<file path="src/rtl/led_cube_uart_tx.sv">
// UART transmit path from the LED cube controller back to the host.
// Bytes queue in a small FIFO and leave on txd as 8N1 (optionally 8E1) frames.
module led_cube_uart_tx #(
    parameter int CLK_HZ     = 50000000,
    parameter int BAUD       = 115200,
    parameter int FIFO_DEPTH = 16,
    parameter int PARITY_EN  = 0
) (
    input  logic                                 clk,
    input  logic                                 reset,
    input  logic [7:0]                           tx_data,
    input  logic                                 tx_valid,
    output logic                                 tx_ready,
    output logic                                 txd,
    output logic                                 busy,
    output logic [$clog2(FIFO_DEPTH+1)-1:0]      fifo_count,
    output logic [2:0]                           state_dbg
);

    localparam int CLKS_PER_BIT = CLK_HZ / BAUD;
    localparam int BW = (CLKS_PER_BIT > 1) ? $clog2(CLKS_PER_BIT) : 1;
    localparam int AW = $clog2(FIFO_DEPTH);
    localparam int CW = $clog2(FIFO_DEPTH + 1);
    localparam logic [BW-1:0] BAUD_LAST = BW'(CLKS_PER_BIT - 1);
    localparam logic [CW-1:0] FIFO_FULL = CW'(FIFO_DEPTH);

    typedef enum logic [2:0] {
        S_IDLE   = 3'd0,
        S_START  = 3'd1,
        S_DATA   = 3'd2,
        S_PARITY = 3'd3,
        S_STOP   = 3'd4
    } state_t;

    state_t          state_q, state_d;
    logic [7:0]      mem [FIFO_DEPTH];
    logic [AW-1:0]   rd_ptr, wr_ptr;
    logic [CW-1:0]   count;
    logic [BW-1:0]   baud_q, baud_d;
    logic [2:0]      bit_q, bit_d;
    logic [7:0]      shift_q, shift_d;
    logic            par_q, par_d;
    logic            txd_d;
    logic            push, pop;
    logic            fifo_empty, baud_tick;

    // Handshake: a byte is taken on every rising edge where tx_valid && tx_ready;
    // tx_ready depends only on reset and FIFO occupancy, never on tx_valid.
    assign tx_ready   = !reset && (count != FIFO_FULL);
    assign push       = tx_valid && tx_ready;
    assign fifo_empty = (count == '0);
    assign baud_tick  = (baud_q == BAUD_LAST);
    assign busy       = (state_q != S_IDLE) || !fifo_empty;
    assign fifo_count = count;
    assign state_dbg  = state_q;

    always_comb begin
        state_d = state_q;
        baud_d  = baud_tick ? '0 : baud_q + 1'b1;
        bit_d   = bit_q;
        shift_d = shift_q;
        par_d   = par_q;
        pop     = 1'b0;
        txd_d   = 1'b1;
        case (state_q)
            S_IDLE: begin
                baud_d = '0;
                if (!fifo_empty) begin
                    pop     = 1'b1;
                    shift_d = mem[rd_ptr];
                    par_d   = ^mem[rd_ptr];
                    state_d = S_START;
                end
            end
            S_START: begin
                if (baud_tick) begin
                    state_d = S_DATA;
                    bit_d   = 3'd0;
                end
            end
            S_DATA: begin
                if (baud_tick) begin
                    shift_d = {1'b0, shift_q[7:1]};
                    bit_d   = bit_q + 3'd1;
                    if (bit_q == 3'd7)
                        state_d = (PARITY_EN != 0) ? S_PARITY : S_STOP;
                end
            end
            S_PARITY: begin
                if (baud_tick) state_d = S_STOP;
            end
            S_STOP: begin
                // Chain straight into the next start bit so queued bytes leave gap-free.
                if (baud_tick) begin
                    if (!fifo_empty) begin
                        pop     = 1'b1;
                        shift_d = mem[rd_ptr];
                        par_d   = ^mem[rd_ptr];
                        state_d = S_START;
                    end else begin
                        state_d = S_IDLE;
                    end
                end
            end
            default: state_d = S_IDLE;
        endcase

        // txd is registered, so it is derived from where the FSM is heading.
        case (state_d)
            S_START:  txd_d = 1'b0;
            S_DATA:   txd_d = shift_d[0];
            S_PARITY: txd_d = par_d;
            default:  txd_d = 1'b1;
        endcase
    end

    always_ff @(posedge clk) begin
        if (reset) begin
            state_q <= S_IDLE;
            txd     <= 1'b1;
            baud_q  <= '0;
            bit_q   <= 3'd0;
            shift_q <= 8'd0;
            par_q   <= 1'b0;
            rd_ptr  <= '0;
            wr_ptr  <= '0;
            count   <= '0;
        end else begin
            state_q <= state_d;
            txd     <= txd_d;
            baud_q  <= baud_d;
            bit_q   <= bit_d;
            shift_q <= shift_d;
            par_q   <= par_d;
            if (push) wr_ptr <= wr_ptr + 1'b1;
            if (pop)  rd_ptr <= rd_ptr + 1'b1;
            case ({push, pop})
                2'b10:   count <= count + 1'b1;
                2'b01:   count <= count - 1'b1;
                default: count <= count;
            endcase
        end
    end

    always_ff @(posedge clk) begin
        if (push) mem[wr_ptr] <= tx_data;
    end

endmodule

</file>
<file path="config.mk">
export PLATFORM = sky130hd
export DESIGN_NAME = led_cube_uart_tx
export DESIGN_NICKNAME = d
export VERILOG_FILES = /design/src/rtl/led_cube_uart_tx.sv
export SDC_FILE = /design/constraint.sdc
export NUM_CORES = 1
export LEC_CHECK = 0
export ABC_AREA = 0
export CAP_MARGIN = 30
export CORE_MARGIN = 2
export CORE_UTILIZATION = 50
export CTS_CLUSTER_SIZE = 14
export DETAILED_ROUTE_END_ITERATION = 16
export PLACE_DENSITY_LB_ADDON = 0.3
export SLEW_MARGIN = 10
export SYNTH_ARGS = -nofsm -noshare
export SYNTH_HDL_FRONTEND = slang
export SYNTH_SLANG_ARGS = --single-unit
</file>
<file path="constraint.sdc">
create_clock -name clk -period 3.6 [get_ports clk]
set_clock_uncertainty 0.15 [all_clocks]
set_input_delay 0.36 -clock clk [delete_from_list [all_inputs] [get_ports clk]]
set_output_delay 0.36 -clock clk [all_outputs]
set_load 0.01 [all_outputs]
</file>
Yosys cells after proc, flatten, opt, wreduce, memory -nomap -nowiden
Memories as Yosys holds them, arrays and structs flattened. A register that Yosys moved wholly into a read port is not among the register bits.
Cells that the tools add are included.
Storage, ports and cells
  bits in registers: 38
  RAM bits: 128
  bits of input ports: 11
  output and inout bits: 11
  word-level logic and storage cells: 74
  memories kept: 1
Operators by class
  add/subtract/negate cells: 6
  equality and inequality tests: 15
  multiplexer cells: 27
  reduce and logical (&&, ||, !) cells: 15
Memory list
  mem: depth 16, bits a word 8, rd ports 1, clocked after Yosys merged registers in 1, write ports 1, RTL line 36  | logic [7:0] mem [FIFO_DEPTH];
Operators by type and width (number)
  $mux W3: 8
  $mux W8: 3
  $pmux W8 S3: 1
  $pmux W3 S5: 1
  $eq A3 B2 Y1 const B: 4
  $pmux W5 S2: 1
  $add A9 B1 Y9 const B: 1
  $eq A9 B9 Y1 const B: 1
  $add A4 B1 Y4 const B: 2
  $mux W4: 2
  $reduce_xor A8 Y1: 1
  $mux W1: 7
  $eq A3 B1 Y1 const B: 2
  $eq A3 B3 Y1 const B: 2
  $ne A2 B2 Y1 const B: 3
  $pmux W3 S2: 1
  $reduce_and A3 Y1: 2
  $reduce_bool A3 Y1: 2
  $add A5 B1 Y5 const B: 1
  $logic_not A5 Y1: 1
  $ne A5 B5 Y1 const B: 1
  $sub A5 B1 Y5 const B: 1
  $pmux W1 S2: 2
  $reduce_bool A2 Y1: 2
  9 further kinds: 11

Depth between registers and ports, before layout
Gate-level depths: netlist of the first run.
  word-level depth: 6
  gate-level depth with buffers: 15
  depth with buffers taken out: 12

Worst setup path before layout of the first run
Ideal clock, no wire load.
  path kind: register to register
  from: register baud_q[0]
  to: register count[3] (netlist: fifo_count[3])
  library setup time: 123 ps
  data arrival time: 3342 ps
  required time: 3327 ps
  path slack: -15 ps
  cell stages (with the launch flop): 12
  path buffers: 3
  period minus slack after synthesis: 3615 ps
  cells stage by stage: dfxtp_1 > ha_1 > nand4b_1 > or3_1 > buf_2 > a2111oi_4 > buf_2 > ha_1 > clkbuf_1 > or4b_2 > a31oi_1 > mux2_1
Between the ends
  cells in the longest elaborated chain, start to end: 5
Ends and longest elaborated chain
  from (decl): RTL line 39  | logic [BW-1:0] baud_q, baud_d;
  from (signal assigned): RTL line 131  | baud_q <= baud_d;
  $eq A9 B9 Y1 (*): RTL line 52  | assign baud_tick = (baud_q == BAUD_LAST);
  $mux W1 (*): RTL line 94  | if (baud_tick) begin
  $pmux W1 S2 (*): RTL line 65  | case (state_q)
  net pop: RTL line 44  | logic push, pop;
  $eq A2 B1 Y1 / $eq A2 B2 Y1 (equally long branches): RTL line 137  | case ({push, pop})
  $pmux W5 S2 / $reduce_bool A2 Y1 (equally long branches)
  to (signal assigned): RTL line 138  | 2'b10: count <= count + 1'b1;
  to (signal assigned): RTL line 139  | 2'b01: count <= count - 1'b1;
  to (signal assigned): RTL line 140  | default: count <= count;
  to (decl): RTL line 38  | logic [CW-1:0] count;
The timed path passes the listed nets; every way through them passes the cells marked *.
A chain may end at the register's enable or synchronous reset.

Worst setup path in the final report of the first run
  from: register baud_q[0]
  to: register count[3] (netlist: fifo_count[3])
Between the ends
  cells in the longest elaborated chain, start to end: 5
Ends and longest elaborated chain (RTL line)
  $eq A9 B9 Y1 (*): 52
  $mux W1 (*): 94
  $pmux W1 S2 (*): 65
  $eq A2 B1 Y1 / $eq A2 B2 Y1 (equally long branches): 137
  $pmux W5 S2 / $reduce_bool A2 Y1 (equally long branches)
Mark *: on every way between the ends. The rest lies on a longest branch, timed or not.

==> results.sh, run 1 <==
export IMPL_leakage_nw=2.608
export IMPL_clock_fmax_mhz=297.6
export IMPL_dp_hpwl_um=8295
export IMPL_p_int_mw=3.975
export IMPL_core_area_um2=13350
export IMPL_path_max_fanout=8
export IMPL_path_class="register to register"
export IMPL_synthXorXnorAreaFrac_pct=3.042
export IMPL_dp_cells=637
export IMPL_gp_congestion=0.8387
export IMPL_vias=3892
export IMPL_met2_length_um=6514
export IMPL_p_sw_share_pct=28.33
export IMPL_dr_pass1_iters=5
export IMPL_cts_clk_slew_worst_paths_ns=0.06
export IMPL_hold_class="register to register"
export IMPL_critPathArrivalTime_ns=3.53
export IMPL_ys_ff_latch=170
export IMPL_total_power_mw=5.546
export IMPL_cts_tree="done"
export IMPL_syn_avg_cell_area_um2=15.39
export IMPL_holdBufCountCts=0
export IMPL_gr_usage_all_layers_pct=19.44
export IMPL_post_cts_setup_buffers=0
export IMPL_numClockSinks=170
export IMPL_synth_top_cells_by_count="edfxtp_1, nor2_1, dfxtp_1"
export IMPL_die_w_um=121.6
export IMPL_cts_resized=0
export IMPL_wl_met1_um=5495
export IMPL_post_drt_wl_per_cell_um=19.50
export IMPL_vias_per_cell=5.818
export IMPL_fillers=984
export IMPL_first_global_vias=3823
export IMPL_period_share_pct=93.35
export IMPL_yosys_area_share_simple_pct=7.768
export IMPL_place_area_um2=7375
export IMPL_port_buffers=21
export IMPL_dp_slack_ns=0.2570
export IMPL_ys_warnings_count=0
export IMPL_async_flop_share_pct=0
export IMPL_hold_slack_ns=0.3247
export IMPL_start_kind="register"
export IMPL_fin_ws_ns=0.2395
export IMPL_tightest_slew_ns=0.8871
export IMPL_netlist_area_um2=6910
export IMPL_powerDensity_nw_per_um2=697.4
export IMPL_synth_top_family_by_area="multiplexers"
export IMPL_cts_buffer_depth=2
export IMPL_antenna_found_initial=0
export IMPL_final_cells=669
export IMPL_status="completed"
export IMPL_die_area_um2=14780
export IMPL_ctsHtreeMaxLevel=4
export IMPL_layout_drive_gt1_share_pct=16.02
export IMPL_synth_compound_area_share_pct=6.247
export IMPL_synth_top_area_cell="edfxtp_1"
export IMPL_synth_edff_count=128
export IMPL_overflow=0
export IMPL_comb_power_share_pct=25.4
export IMPL_area_delta_synth_final_pct=15.08
export IMPL_routed_top_layer="met4"
export IMPL_ys_seq_area_share_pct=67.79
export IMPL_finish_utilization_pct=59.58
export IMPL_drtIter0Drc=485
export IMPL_io_pins=22
export IMPL_p_sw_mw=1.571
export IMPL_stdcell_area_um2=7953
export IMPL_rows=42
export IMPL_drc=0
export IMPL_ir_drop_mv=0.4034
export IMPL_nNetsFinal=502
export IMPL_cts_root_buf="clkbuf_16"
export IMPL_slew_viol_final=0
export IMPL_maxCapViolCount=0
export IMPL_cp_required_ns=3.76
export IMPL_final_setup_viol_count=0
export IMPL_yosysUniqueCellTypes=44
export IMPL_clk_latency_ns=0.43
export IMPL_syn_nets=471
export IMPL_cts_made_buffers=17
export IMPL_routed_wl_um=13050
export IMPL_synth_top_area_share_pct=55.62
export IMPL_final_hold_violation_count=0
export IMPL_post_route_min_period_ns=3.361
export IMPL_dieHeight_um=121.6
export IMPL_p_clk_share_pct=32.1
export IMPL_syn_inst=449
export IMPL_synth_fa_ha_area_share_pct=1.992
export IMPL_dr_wl_met3_um=707
export IMPL_endpoint_kind="register"
export IMPL_ys_flop_type="edfxtp_1"
export IMPL_grt_pass1_wl_um=20860
export IMPL_tns_ns=0
export IMPL_antenna_left=0
export IMPL_antennaDiodeCount=0
export IMPL_grt_max_degree=37
export IMPL_power_frac_seq_pct=42.5
export IMPL_start_util_pct=51.77
export IMPL_rsz0062_at_grt="no"
export IMPL_max_slew_margin_pct=40.64
export IMPL_yosys_top_cells_area="edfxtp_1, dfxtp_1, mux4_2, nor2_1, ha_1"
export IMPL_synth_most_common_cell="edfxtp_1"
export IMPL_synthMuxAreaShare_pct=11.33
[power by group through the flow]
stage / Combinational, mW / Sequential (mW) / Clock, mW
finish: 1.41 / 2.36 / 1.78
global route: 1.54 / 2.38 / 1.88
CTS: 1.42 / 2.36 / 1.81
detailed placement: 1.42 / 2.40 / 0
global placement: 1.38 / 2.39 / 0
floorplan: 1.07 / 2.35 / 0
[placed cells by master (no fill, tap or decap), types with 2 or more instances in the layout]
cell type / n
a222oi_1: 6
nor4_1: 2
inv_1: 7
mux2i_1: 4
xnor2_1: 12
mux4_2: 32
a211oi_1: 5
nand3_1: 5
nor3_1: 8
a22oi_1: 18
nor2_1: 54
o21bai_1: 2
or3_1: 3
clkbuf_16: 17
buf_4: 15
mux2_1: 2
inv_6: 2
nand4_1: 3
ha_1: 11
nor2b_1: 7
clkbuf_1: 3
clkinvlp_4: 3
o21ai_0: 8
nand2_1: 23
nand2b_1: 2
clkinv_4: 3
bufinv_16: 2
dfxtp_1: 41
edfxtp_1: 128
and2_1: 3
a31oi_1: 7
clkdlybuf4s50_1: 21
a21oi_1: 3
xor2_1: 12
[worst max-delay path: stages, from the launching register on]
cell	delay, ns
dfxtp_1	0.39
ha_1	0.18
nand4b_1	0.15
or3_1	0.45
a2111oi_4	0.41
ha_1	0.37
or4b_2	0.61
a31oi_1	0.20
mux2_1	0.33
[state kept, by name (all words and copies together), names as in the netlist, named ones only]
register,count
txd,1
state_dbg,3
shift_q,8
mem,128
wr_ptr,4
fifo_count,5
bit_q,3
rd_ptr,4
baud_q,9
par_q,1
[final timing paths]
path                                      startpoint                         end  slack [ns]  cells after the start
worst max-delay path            baud_q[0]$_SDFF_PP0_  fifo_count[3]$_SDFFE_PP0P_        0.24                      8
worst min-delay path            baud_q[0]$_SDFF_PP0_        baud_q[0]$_SDFF_PP0_        0.32                      1
worst max register to register  baud_q[0]$_SDFF_PP0_  fifo_count[3]$_SDFFE_PP0P_        0.24                      8
worst min register to register  baud_q[0]$_SDFF_PP0_        baud_q[0]$_SDFF_PP0_        0.32                      1
[per-layer routing]
metal	track usage, %	vias up
met1	24.94	1977
met4	8.549	0
met2	31.43	102
li1	-	1786
met5	0	-
met3	5.243	27
[area by class of cell]
| type | instances | area [um^2] | area share [%] |
|---|---|---|---|
| Sequential cell | 170 | 4686 | 58.92 |
| Clock inverter | 12 | 141.4 | 1.778 |
| Timing Repair Buffer | 37 | 342.8 | 4.311 |
| Tap cell | 176 | 220.2 | 2.769 |
| Clock buffer | 20 | 436.7 | 5.491 |
| Multi-Input combinational cell | 247 | 2100 | 26.40 |
| Inverter | 7 | 26.28 | 0.3304 |
[cell families after synthesis]
family | Yosys count
adders and majority gates | 11
muxes | 38
xor gates and xnor gates | 24
AOI/OAI and AO/OA | 57
DFF | 170
and+or+nand+nor | 117
buffers and inverters | 32
Note: power is estimated with default switching activity, not from simulation.
==> run 2: changes to the inputs <==
--- a/config.mk
+++ b/config.mk
@@ -6,12 +6,13 @@
 export NUM_CORES = 1
 export LEC_CHECK = 0
 export ABC_AREA = 0
+export ABC_CLOCK_PERIOD_IN_PS = 3600
 export CAP_MARGIN = 30
 export CORE_MARGIN = 2
 export CORE_UTILIZATION = 50
 export CTS_CLUSTER_SIZE = 14
 export DETAILED_ROUTE_END_ITERATION = 16
-export PLACE_DENSITY_LB_ADDON = 0.3
+export PLACE_DENSITY = 0.66
 export SLEW_MARGIN = 10
 export SYNTH_ARGS = -nofsm -noshare
 export SYNTH_HDL_FRONTEND = slang
==> run 2 against run 1 <==
Setup slack got worse by 0.014 ns. Critical path depth unchanged. Worst hold slack gained 0.011 ns. First-iteration DRC count down 48%. Final area grew 0.42%. Flip-flop and latch count is the same. Routed wire length is 1.7% lower. Global-route usage fell by 0.37 points. Highest routed layer unchanged. Combinational power is essentially flat.
==> results.sh, run 2 (synthesized netlist as in run 1, its figures left out) <==
export IMPL_clk_latency_ns=0.42
export IMPL_core_area_um2=13350
export IMPL_die_area_um2=14780
export IMPL_critPathMaxStageDelay_ns=0.61
export IMPL_io_pins=22
export IMPL_grt_pass1_wl_um=20440
export IMPL_cts_tree="done"
export IMPL_dr_wl_met3_um=663
export IMPL_rows=42
export IMPL_overflow=0
export IMPL_gr_usage_all_layers_pct=19.07
export IMPL_finish_utilization_pct=59.83
export IMPL_cts_root_buf="clkbuf_16"
export IMPL_post_drt_wl_per_cell_um=19.01
export IMPL_tightest_slew_ns=0.8694
export IMPL_crit_slowest_cell="or4b_2"
export IMPL_p_int_mw=3.959
export IMPL_cts_clk_slew_worst_paths_ns=0.06
export IMPL_power_frac_seq_pct=42.7
export IMPL_drc=0
export IMPL_cp_cell_sequence="ha_1, nand4b_1, or3_1, a2111oi_4, ha_1, or4b_2, a31oi_1, mux2_1"
export IMPL_cts_resized=0
export IMPL_p_clk_share_pct=31.7
export IMPL_regMostFlops="mem"
export IMPL_port_buffers=21
export IMPL_final_setup_viol_count=0
export IMPL_largest_register_ffs=128
export IMPL_hold_class="register to register"
export IMPL_clock_fmax_mhz=296.4
export IMPL_p_sw_share_pct=27.56
export IMPL_layout_common_cells="edfxtp_1, nor2_1, dfxtp_1"
export IMPL_nNetsFinal=509
export IMPL_critPathMostFrequentCell="ha_1"
export IMPL_routed_top_layer="met4"
export IMPL_start_kind="register"
export IMPL_leakage_nw=2.641
export IMPL_p_sw_mw=1.506
export IMPL_critPathArrivalTime_ns=3.52
export IMPL_path_class="register to register"
export IMPL_drtIter0Drc=252
export IMPL_multi_input_area_um2=2100
export IMPL_ctsHtreeMaxLevel=4
export IMPL_powerDensity_nw_per_um2=684.3
export IMPL_crit_buf_inv=0
export IMPL_routed_wl_um=12830
export IMPL_first_global_vias=3758
export IMPL_crit_family="simple AND/OR/NAND/NOR gates"
export IMPL_antenna_left=0
export IMPL_start_util_pct=51.77
export IMPL_period_share_pct=93.73
export IMPL_dieHeight_um=121.6
export IMPL_path_max_fanout=8
export IMPL_wl_met1_um=5451
export IMPL_maxCapViolCount=0
export IMPL_vias_per_cell=5.671
export IMPL_final_hold_violation_count=0
export IMPL_dp_hpwl_um=8092
export IMPL_post_cts_setup_buffers=0
export IMPL_cts_made_buffers=17
export IMPL_status="completed"
export IMPL_tns_ns=0
export IMPL_cp_required_ns=3.75
export IMPL_fillers=1039
export IMPL_antennaDiodeCount=0
export IMPL_cts_buffer_depth=2
export IMPL_area_delta_synth_final_pct=15.57
export IMPL_antenna_found_initial=0
export IMPL_rsz0062_at_grt="no"
export IMPL_gp_congestion=0.7691
export IMPL_dr_pass1_iters=4
export IMPL_met2_length_um=6631
export IMPL_layout_commonest_cell="edfxtp_1"
export IMPL_reg_largest_list="mem x128, baud_q x9, shift_q x8"
export IMPL_vias=3828
export IMPL_numClockSinks=170
export IMPL_grt_max_degree=37
export IMPL_layout_drive_gt1_share_pct=16.83
export IMPL_ir_drop_mv=0.3983
export IMPL_max_slew_margin_pct=41.92
export IMPL_slew_viol_final=0
export IMPL_holdBufCountCts=0
export IMPL_seqCellArea_um2=4686
export IMPL_die_w_um=121.6
export IMPL_post_route_min_period_ns=3.374
export IMPL_endpoint_kind="register"
export IMPL_comb_power_share_pct=25.5
## run 2: cell count changes in the layout (fill, tap and decap cells not counted), sizes merged
cell,before,now
clkinv,4,6
buf,16,23
inv,10,8
clkinvlp,3,2
## run 2: path summary, 6_finish.rpt
path	start	endpoint	slack, ns	cells past startpoint
min reg2reg	baud_q[0]$_SDFF_PP0_	baud_q[0]$_SDFF_PP0_	0.34	1
max reg2reg	baud_q[0]$_SDFF_PP0_	fifo_count[3]$_SDFFE_PP0P_	0.23	8
min	baud_q[0]$_SDFF_PP0_	baud_q[0]$_SDFF_PP0_	0.34	1
max	baud_q[0]$_SDFF_PP0_	fifo_count[3]$_SDFFE_PP0P_	0.23	8
## run 2: per-stage QoR
| stage | worst slack, ns | area (um^2) | hold slack (ns) | instances | total power, mW |
|---|---|---|---|---|---|
| 2_1_floorplan | 0.03091 | 6913 | 0.2910 | 449 | 3.423 |
| 3_3_place_gp | 0.3276 | 7427 | 0.3083 | 644 | 3.767 |
| 3_5_place_dp | 0.2293 | 7427 | 0.3247 | 644 | 3.789 |
| 4_1_cts | 0.2076 | 7986 | 0.3386 | 675 | 5.525 |
| 5_1_grt | 0.05365 | 7986 | 0.3525 | 675 | 5.740 |
| 6_report | 0.2259 | 7986 | 0.3359 | 675 | 5.465 |
## run 2: final cells by class
cell class	count	area share (%)
timing repair buffer	44	4.951
inverter	7	0.3290
sequential	170	58.67
clock inverter	11	1.535
clock buffer	20	5.468
tap	176	2.757
multi-input combinational	247	26.29
## run 2: power by group through the flow
stage,combinational [mW],sequential (mW),clock (mW)
floorplan,1.07,2.35,0
global placement,1.40,2.37,0
detailed placement,1.41,2.38,0
CTS,1.42,2.34,1.77
global route,1.54,2.36,1.85
finish,1.40,2.34,1.73
## run 2: per-layer routing
| metal | vias up | track usage, % |
|---|---|---|
| li1 | 1804 | - |
| met4 | 0 | 6.897 |
| met5 | - | 0 |
| met2 | 89 | 31.99 |
| met1 | 1929 | 24.20 |
| met3 | 6 | 4.869 |
==> RTL edit, RTL diff (settings of run 2) <==
Reset style: asynchronous (`reset`), changed in one clocked block.
--- a/src/rtl/led_cube_uart_tx.sv
+++ b/src/rtl/led_cube_uart_tx.sv
@@ -116,3 +116,3 @@
 
-    always_ff @(posedge clk) begin
+    always_ff @(posedge clk or posedge reset) begin
         if (reset) begin
Function: differs if reset is asserted again (counterexample within 4 cycles, from zero or initial values and one cycle with reset high); with reset held inactive, the same outputs for 10 cycles.
==> RTL edit against run 2 <==
- critical path depth unchanged
- utilization down 1.1 points
- sequential share of layout area rose by 0.64 points
- final area is 1.3% higher
- fmax up 13%
- synthesized area up 1.5%
- wire length grew 4.0%
- setup slack improved by 0.39 ns
- sequential cell count shrank 4
- count of clock-buffer cells in the layout down 3
- power increased by 15%
- highest routed layer unchanged
==> RTL edit: results (changes against run 2) <==
metric;value;unit;change
fillcell total;1050;;+1.1%
hold crit path type;in -> async;;
clk_lat worst skew;0.42;ns;about the same
share of synthesized flip-flops with an asynchronous set or reset;22.9;%;+23 points
Setup Buffers After CTS;0;;unchanged
sequential area share after synthesis;68.4;%;+0.60 points
Post-Syn Nets;454;;-3.6%
Crit Path Max Fanout;15;;+7
worst slack, placed;0.598;ns;+0.369 ns
final cell count without fillers;663;;-1.8%
crit-path leading delay family;XOR/XNOR gates;;
WL/cell;20.1;um;+5.9%
largest net degree at the start of global routing;39;;+5.4%
syn avg cell area;16.3;sq um;+5.7%
Clock Path Buffers;2;;unchanged
1st-iter DRT viols;317;;+26%
hold slack;0.249;ns;-0.0872 ns
htree depth;4;;unchanged
total CTS buffers;17;;unchanged
data arrival time of the worst path;3.18;ns;-0.34 ns
Placed Area;0.00750;sq mm;+1.0%
Synth top cells by count;128 x edfxtp_1, 37 x dfrtp_1, 31 x nor2_1;;
Synth cell types;47;;+6.8%
R2R Path End;par_q;;
cell leakage power;2.91;nW;+10%
r2r setup slk;0.62;ns;+0.39 ns
Crit path largest cell delay;0.69;ns;+0.08 ns
layout cells sized above 1;17.0;%;+0.14 points
Final Hold Vio Count;0;;unchanged
Slowest-stage cell, CP;dfrtp_2;;
Worst-Margin Slew;0.751;ns;-0.119 ns
top flop regs;mem x128, baud_q x9, shift_q x8;;
outcome;finished clean;;
via count;3764;;-1.7%
first-pass GRT wire length;21.3;mm;+4.1%
Area contributors post-synth;edfxtp_1 55%, dfrtp_1 13%, mux4_2 8.7%;;
GRT Total Usage;20.0;%;+0.94 points
VDD IR max;431;uV;+8.2%
# placed instances;630;;-2.2%
GP Congestion;0.792;;+3.0%
Final HPWL DP;8.73;mm;+7.9%
IO buf count;21;;unchanged
worst flop-to-flop path startpoint;rd_ptr[0];;
Nets;493;;-3.1%
Ys Warns;0;;unchanged
## RTL edit: worst max-delay path by stage
stage | startpoint | end
finish | rd_ptr[0] | par_q
global route | rd_ptr[0] | par_q
CTS | rd_ptr[0] | par_q
detailed placement | rd_ptr[0] | par_q
global placement | rd_ptr[0] | par_q
floorplan | baud_q[1] | fifo_count[4]
## RTL edit: logic make-up (layout without fill, tap and decap cells)
logic type	after synthesis	in the layout	share of synthesized area, %
adders and majority gates	12	12	2.14
and+or+nand+nor	96	96	6.67
xor gates and xnor gates	23	23	3.37
muxes	39	39	11.1
AOI/OAI and AO/OA	57	57	5.78
DFF	166	166	68.4
buffers and inverters	38	90	2.52
## RTL edit: cell type report
class	count	area (sq um)	area share, %
Clock buffer	17	425	5.26
Tap cell	180	225	2.78
Sequential cell	166	4800	59.3
Multi-Input combinational cell	227	2050	25.4
Timing Repair Buffer	41	370	4.58
Clock inverter	15	153	1.89
Inverter	17	63.8	0.789
## RTL edit: power breakdown
group	total, mW	switching [mW]	internal [mW]	leakage, nW
Combinational	1.91	0.867	1.04	1.00
Sequential	2.62	0.310	2.31	1.63
Clock	1.75	0.733	1.02	0.278
## RTL edit: worst register-to-register path: stages, from the launching register on
cell and delay, ns:
dfrtp_2 0.69, buf_4 0.27, mux4_2 0.52, a22oi_1 0.18, nand3_1 0.17, xnor2_1 0.21, xnor3_1 0.24, xnor3_1 0.35
a21oi_1 0.14
## RTL edit: layer usage
metal | vias to the layer above | wire [um] | global-route usage, %
met1 | 1924 | 5890 | 27.2
met4 | 0 | 148 | 6.47
met5 | - | 0 | 0
met2 | 87 | 6590 | 31.0
li1 | 1742 | - | -
met3 | 11 | 709 | 6.32
